$ cat config.mk
export PLATFORM = sky130hd
export DESIGN_NAME = zion_clr_rsn_reg_slice
export DESIGN_NICKNAME = d
export VERILOG_FILES = /design/src/rtl/zion_reg_slice_pkg.sv /design/src/rtl/zion_reg_slice_ctrl.sv /design/src/rtl/zion_clr_rsn_reg_slice.sv
export SDC_FILE = /design/constraint.sdc
export NUM_CORES = 1
export LEC_CHECK = 0
export ABC_CLOCK_PERIOD_IN_PS = 1900
export BUFFER_PORTS_ARGS = -buffer_cell sky130_fd_sc_hd__buf_2
export CAP_MARGIN = 20
export CELL_PAD_IN_SITES_DETAIL_PLACEMENT = 0
export CELL_PAD_IN_SITES_GLOBAL_PLACEMENT = 1
export CORE_MARGIN = 2
export CORE_UTILIZATION = 43
export CTS_BUF_LIST = sky130_fd_sc_hd__clkbuf_8
export DETAILED_ROUTE_END_ITERATION = 10
export GPL_TIMING_DRIVEN = 0
export PLACE_DENSITY = 0.81
export RECOVER_POWER = 25
export SYNTH_ARGS = -nofsm -noshare
export SYNTH_HDL_FRONTEND = slang
export SYNTH_SLANG_ARGS = --single-unit
$ cat constraint.sdc
create_clock -name clk -period 1.9 [get_ports clk]
set_input_delay 0.095 -clock clk [delete_from_list [all_inputs] [get_ports clk]]
set_output_delay 0.095 -clock clk [all_outputs]
set_load 0.005 [all_outputs]
$ cat src/rtl/zion_reg_slice_pkg.sv
// rtl/zion_reg_slice_pkg.sv - shared occupancy encodings for valid/ready register slices
package zion_reg_slice_pkg;

    localparam logic [1:0] ST_EMPTY = 2'd0;
    localparam logic [1:0] ST_ONE   = 2'd1;
    localparam logic [1:0] ST_FULL  = 2'd2;

    localparam int SLICE_DEPTH = 2;

    typedef enum logic [1:0] {
        EMPTY = ST_EMPTY,
        ONE   = ST_ONE,
        FULL  = ST_FULL
    } slice_state_e;

endpackage

$ cat src/rtl/zion_reg_slice_ctrl.sv
// rtl/zion_reg_slice_ctrl.sv - occupancy FSM and load-enable generation for the two-entry slice
module zion_reg_slice_ctrl
    import zion_reg_slice_pkg::*;
(
    input  logic clk,
    input  logic rst,
    input  logic clr_i,
    input  logic in_vld_i,
    input  logic out_rdy_i,
    output logic vld_o,
    output logic rdy_o,
    output logic load_main_o,
    output logic main_from_skid_o,
    output logic load_skid_o
);

    slice_state_e state_q;
    slice_state_e state_d;
    logic         in_fire;
    logic         out_fire;

    always_ff @(posedge clk) begin
        if (!rst) begin
            state_q <= EMPTY;
        end else if (clr_i) begin
            state_q <= EMPTY;
        end else begin
            state_q <= state_d;
        end
    end

    // Handshakes are gated by clear/reset so nothing transfers during a flush.
    assign vld_o    = (state_q != EMPTY) & ~clr_i & rst;
    assign rdy_o    = (state_q != FULL) & ~clr_i & rst;
    assign in_fire  = in_vld_i & rdy_o;
    assign out_fire = vld_o & out_rdy_i;

    always_comb begin
        state_d          = state_q;
        load_main_o      = 1'b0;
        main_from_skid_o = 1'b0;
        load_skid_o      = 1'b0;
        case (state_q)
            EMPTY: begin
                if (in_fire) begin
                    state_d     = ONE;
                    load_main_o = 1'b1;
                end
            end
            ONE: begin
                if (in_fire && out_fire) begin
                    load_main_o = 1'b1;
                end else if (in_fire) begin
                    state_d     = FULL;
                    load_skid_o = 1'b1;
                end else if (out_fire) begin
                    state_d = EMPTY;
                end
            end
            FULL: begin
                if (out_fire) begin
                    state_d          = ONE;
                    main_from_skid_o = 1'b1;
                end
            end
            default: begin
                state_d = EMPTY;
            end
        endcase
    end

endmodule

$ cat src/rtl/zion_clr_rsn_reg_slice.sv
// rtl/zion_clr_rsn_reg_slice.sv - two-entry skid-buffer register slice with sync reset and clear
module zion_clr_rsn_reg_slice
    import zion_reg_slice_pkg::*;
#(
    parameter int              WIDTH    = 8,
    parameter logic [WIDTH-1:0] INI_DATA = '0
) (
    input  logic             clk,
    input  logic             rst,
    input  logic             iClr,
    input  logic             iVld,
    output logic             oRdy,
    input  logic [WIDTH-1:0] iDat,
    output logic             oVld,
    input  logic             iRdy,
    output logic [WIDTH-1:0] oDat
);

    if (WIDTH < 1) begin : g_bad_width
        $error("zion_clr_rsn_reg_slice: WIDTH must be >= 1");
    end

    logic [WIDTH-1:0] main_dat_q;
    logic [WIDTH-1:0] skid_dat_q;
    logic             load_main;
    logic             main_from_skid;
    logic             load_skid;

    zion_reg_slice_ctrl u_ctrl (
        .clk              (clk),
        .rst              (rst),
        .clr_i            (iClr),
        .in_vld_i         (iVld),
        .out_rdy_i        (iRdy),
        .vld_o            (oVld),
        .rdy_o            (oRdy),
        .load_main_o      (load_main),
        .main_from_skid_o (main_from_skid),
        .load_skid_o      (load_skid)
    );

    always_ff @(posedge clk) begin
        if (!rst || iClr) begin
            main_dat_q <= INI_DATA;
        end else if (load_main) begin
            main_dat_q <= iDat;
        end else if (main_from_skid) begin
            main_dat_q <= skid_dat_q;
        end
    end

    always_ff @(posedge clk) begin
        if (!rst || iClr) begin
            skid_dat_q <= INI_DATA;
        end else if (load_skid) begin
            skid_dat_q <= iDat;
        end
    end

    assign oDat = main_dat_q;

endmodule

Word level (Yosys, flattened, before mapping) --
Index checks and enable logic that the tools add are counted.
Storage, ports and cells: bits in registers 18, input bits 13, word-level logic and storage cells 41
Operators by class: equal/unequal tests 7, mux-type cells 15, bitwise gates (word level) 8, reduce and logical (&&, ||, !) cells 8
Operators with widths (count):
- $mux 8 | 2
- $mux 2 | 5
- $and 1x1->1 | 6
- $mux 1 | 6
- $pmux 2 s3 | 1
- $ne 2x1->1 const B | 2
- $ne 2x2->1 const B | 2
- $reduce_and 4->1 | 1
- $reduce_bool 2->1 | 2
- $ne 3x1->1 const B | 1
- $eq 2x1->1 const B | 1
- $eq 2x2->1 const B | 1
- $logic_not 2->1 | 1
- $not 1->1 | 2
- $pmux 1 s2 | 1
- $reduce_or 2->1 | 1
- $logic_and 1x1->1 | 1
- $logic_not 1->1 | 1
- $logic_or 1x1->1 | 1

Longest topological paths before layout --
depth after elaboration 8, gate-level depth with buffers 6, depth with buffers taken out 3

Hierarchy --
Synthesis repeated with hierarchy kept, for this count alone.
Second synthesis, totals: cells, all modules 82, area total of the unflattened synthesis 828.3 um^2
By module, submodules not included:
- zion_clr_rsn_reg_slice | instances 1, cells each 62, area each 673.1 um^2
- zion_reg_slice_ctrl | instances 1, cells each 20, area each 155.1 um^2

Worst setup path after synthesis --
OpenSTA, ideal clock, no wires.
path kind flip-flop to flip-flop, start point register u_ctrl.state_q[1], end point register main_dat_q[7], in the netlist oDat[7], arrival time 1.046 ns, data required time 1.764 ns, slack 0.718 ns, cell stages (with the launch flop) 7, buffers on the path 3, period minus slack after synthesis 1.182 ns, cells stage by stage dfxtp_1 -> buf_6 -> nand4bb_1 -> buf_4 -> buf_4 -> nor3_2 -> a311oi_2
On the way: cells in the longest elaborated chain, start to end 8, elaborated cells between the ends (all ways) 19, classes of those cells eq/ne (3); mux (6); bitwise (6); reduce/logical (4)
RTL lines:
- start, declared | line zion_reg_slice_ctrl.sv:17 | slice_state_e state_q;
- start signal, assigned | line zion_reg_slice_ctrl.sv:28 | state_q <= state_d;
- $ne 2x2->1 / $reduce_bool 2->1 (equally long branches) | line zion_reg_slice_ctrl.sv:34, zion_reg_slice_ctrl.sv:33
- $and 1x1->1 (on tied branches) (2 in a row) | line zion_reg_slice_ctrl.sv:34, zion_reg_slice_ctrl.sv:33
- $and 1x1->1 (on tied branches) | line zion_reg_slice_ctrl.sv:35, zion_reg_slice_ctrl.sv:36
- $logic_and 1x1->1 | line zion_reg_slice_ctrl.sv:51 | if (in_fire && out_fire) begin
- $mux 1 | line zion_reg_slice_ctrl.sv:51
- $pmux 1 s2 | line zion_reg_slice_ctrl.sv:43 | case (state_q)
- $mux 8 / $reduce_bool 2->1 (equally long branches)
- end signal, assigned | line zion_clr_rsn_reg_slice.sv:46 | main_dat_q <= iDat;
- end signal, assigned | line zion_clr_rsn_reg_slice.sv:48 | main_dat_q <= skid_dat_q;
- end, declared | line zion_clr_rsn_reg_slice.sv:23 | logic [WIDTH-1:0] main_dat_q;
Parallel ways exist; a longest one is shown, timed or not. A chain may end at the register's enable or synchronous reset.

Final worst setup path --
start point register u_ctrl.state_q[1], end point register main_dat_q[6], in the netlist oDat[6]
Same word-level chain as after synthesis.

==> flow_summary.yaml <==
final_layout:
  area_growth_pct: 20.6
  utilization: 0.533
  fillers: 233
  n_antenna_cell: 0
  drive_gt1_frac: 0.295
  fin_nets: 146
detailed_routing:
  num_vias: 871
  viasPerCell: 5.44
  wl_per_cell_um: 13.3
  detail-route-antenna-nets: 0
  drt-initial-drc-count: 27
  firstDrtPassIters: 4
  drc_errors: 0
  drt_wl_total_um: 2140
clocking:
  cts_tree: "done"
  clk_latency_ps: 260
  cts.sinks: 18
  postCtsSetupBuffers: 0
  cts_buffers: 3
  htree_levels: 1
  cts_resized: 0
  clock_path_buffers: 2
  ctsRootBufferMaster: "clkbuf_8"
  cts.clk_slew.worst_paths_ps: 70
  cts_hold_buf: 0
floorplan:
  rows: 17
  die_w_um: 51.2
  ioPinCount: 23
  core_um2: 2170
  start_util: 0.442
  die_area_um2: 2630
  die_y_um: 51.2
power_and_ir_drop:
  power.leakage_nw: 0.420
  power_density_nw_per_um2: 686
  peakVddDrop_mv: 0.409
setup_path:
  crit_required_ps: 2030
  setup.worst_path.end_class: "flip-flop"
  cp-start-kind: "flip-flop"
  critPathArrivalTime_ps: 1430
  crit_fanout: 10
  cp-startpoint: "u_ctrl.state_q[1]"
  path_class: "reg -> reg"
  rr_startpoint: "u_ctrl.state_q[1]"
global_routing:
  grt_overflow: 0
  grt_first_pass_wirelength_um: 3410
  track_usage: 0.174
  grt_max_degree: 11
  antenna_found_initial: 0
  grt_pass1_vias: 715
sta:
  slew_violations: 0
  layout_worst_path_cycle_share: 0.685
  finClkSkew_ps: 1.19
  setup_tns_ps: 0
  slew_headroom: 0.681
  rsz0062_at_grt: "no"
  finalSetupViolCount: 0
  worstMarginPinSlew_ps: 478
  hold_violations: 0
  post-route-min-period_ps: 1300
  timing.hold.ws_ps: 99.1
  fin_ws_ps: 598
  fmax_mhz: 768
yosys:
  ys_seq_area_frac: 0.375
  ys_warn_count: 0
  synth_edf_count: 0
  yosys-top-cells-area: "dfxtp_1 38%, nand3_1 8.3%, a311oi_1 5.5%"
  yosysTopAreaCell: "dfxtp_1"
  ys_types: 27
  synth-async-reset-ratio: 0
  yosysMostFrequentCell: "dfxtp_1"
  ys_ff_latch: 18
  yosysTopAreaCellShare: 0.375
  synthFlopType: "dfxtp_1"
  synthesis.area_um2: 960
  avgSynthCellArea_um2: 9.05
  synth_cells: 106
  synthTopCellsByCount: "18 x dfxtp_1, 16 x nand3_1, 10 x a21oi_1"
  syn-num-nets: 119
placed_design:
  globalplace.congestion: 0.729
  numPortBuffers: 22
  pre_cts_slack_ps: 588
  post-dp-hpwl_um: 1640
run_status:
  status: "finished clean"
job:
  maxCapViolCount: 0
hold_path:
  hold_class: "in -> reg"
  worstHoldStart: "iDat[5]"
==> report_power, final <==
part	switching (mW)	total [mW]	internal (mW)
clock	0.133	0.318	0.184
combinational	0.0506	0.0896	0.0390
sequential	0.00401	0.387	0.383
total	0.188	0.794	0.606
==> critical path, stage by stage, from the launching register on <==
cell       delay [ps]
dfxtp_1           310
buf_6             130
nand4bb_1         160
buf_4             170
buf_4             170
nor3_2            170
a311oi_2           70
==> metrics by stage <==
step	std cells	instance area (um2)	total power [mW]
floorplan	106	960	0.449
global placement	156	1100	0.484
detailed placement	156	1100	0.485
CTS	160	1160	0.801
global route	160	1160	0.818
finish	160	1160	0.794
==> cell usage in the layout (no fill, tap or decap), types with 6 or more instances in the layout <==
cell type,instances
nand3_1,16
dfxtp_1,18
o21ai_1,8
a21oi_1,10
nor3_1,7
o21ai_0,8
buf_2,21
a311oi_1,6
==> logic make-up after synthesis <==
| kind of cell | after synthesis | synth area share |
|---|---|---|
| AO/OA/AOI/OAI | 35 | 0.232 |
| buffers and inverters | 11 | 0.0965 |
| flip-flops | 18 | 0.375 |
| multiplexers | 1 | 0.0104 |
| AND/OR/NAND/NOR | 41 | 0.286 |
==> state kept, by name, summed over array words and instances, names as in the netlist <==
signal          flops
u_ctrl.state_q      2
oDat                8
skid_dat_q          8
==> cell type report <==
class	count	area [um2]	share of cell area
buffer	10	88.8	0.0768
tap	28	35.0	0.0303
inverter	1	3.75	0.00324
sequential	18	360	0.311
clock buffer	4	55.1	0.0476
timing repair buffer	22	108	0.0930
multi-input combinational	77	507	0.438
==> worst paths after layout <==
kind | end | slack, ps | cells after the start
min | skid_dat_q[5] | 100 | 3
min reg2reg | skid_dat_q[0] | 490 | 2
max | oDat[6] | 600 | 6
max reg2reg | oDat[6] | 600 | 6
==> metal layers <==
metal	track usage	vias to the layer above	routed length (um)
li1	-	449	-
met1	0.258	405	1120
met2	0.262	14	933
met3	0.0205	3	64
met4	0.0526	0	19
met5	0	-	0
No activity file was read; power rests on OpenSTA's default activity.
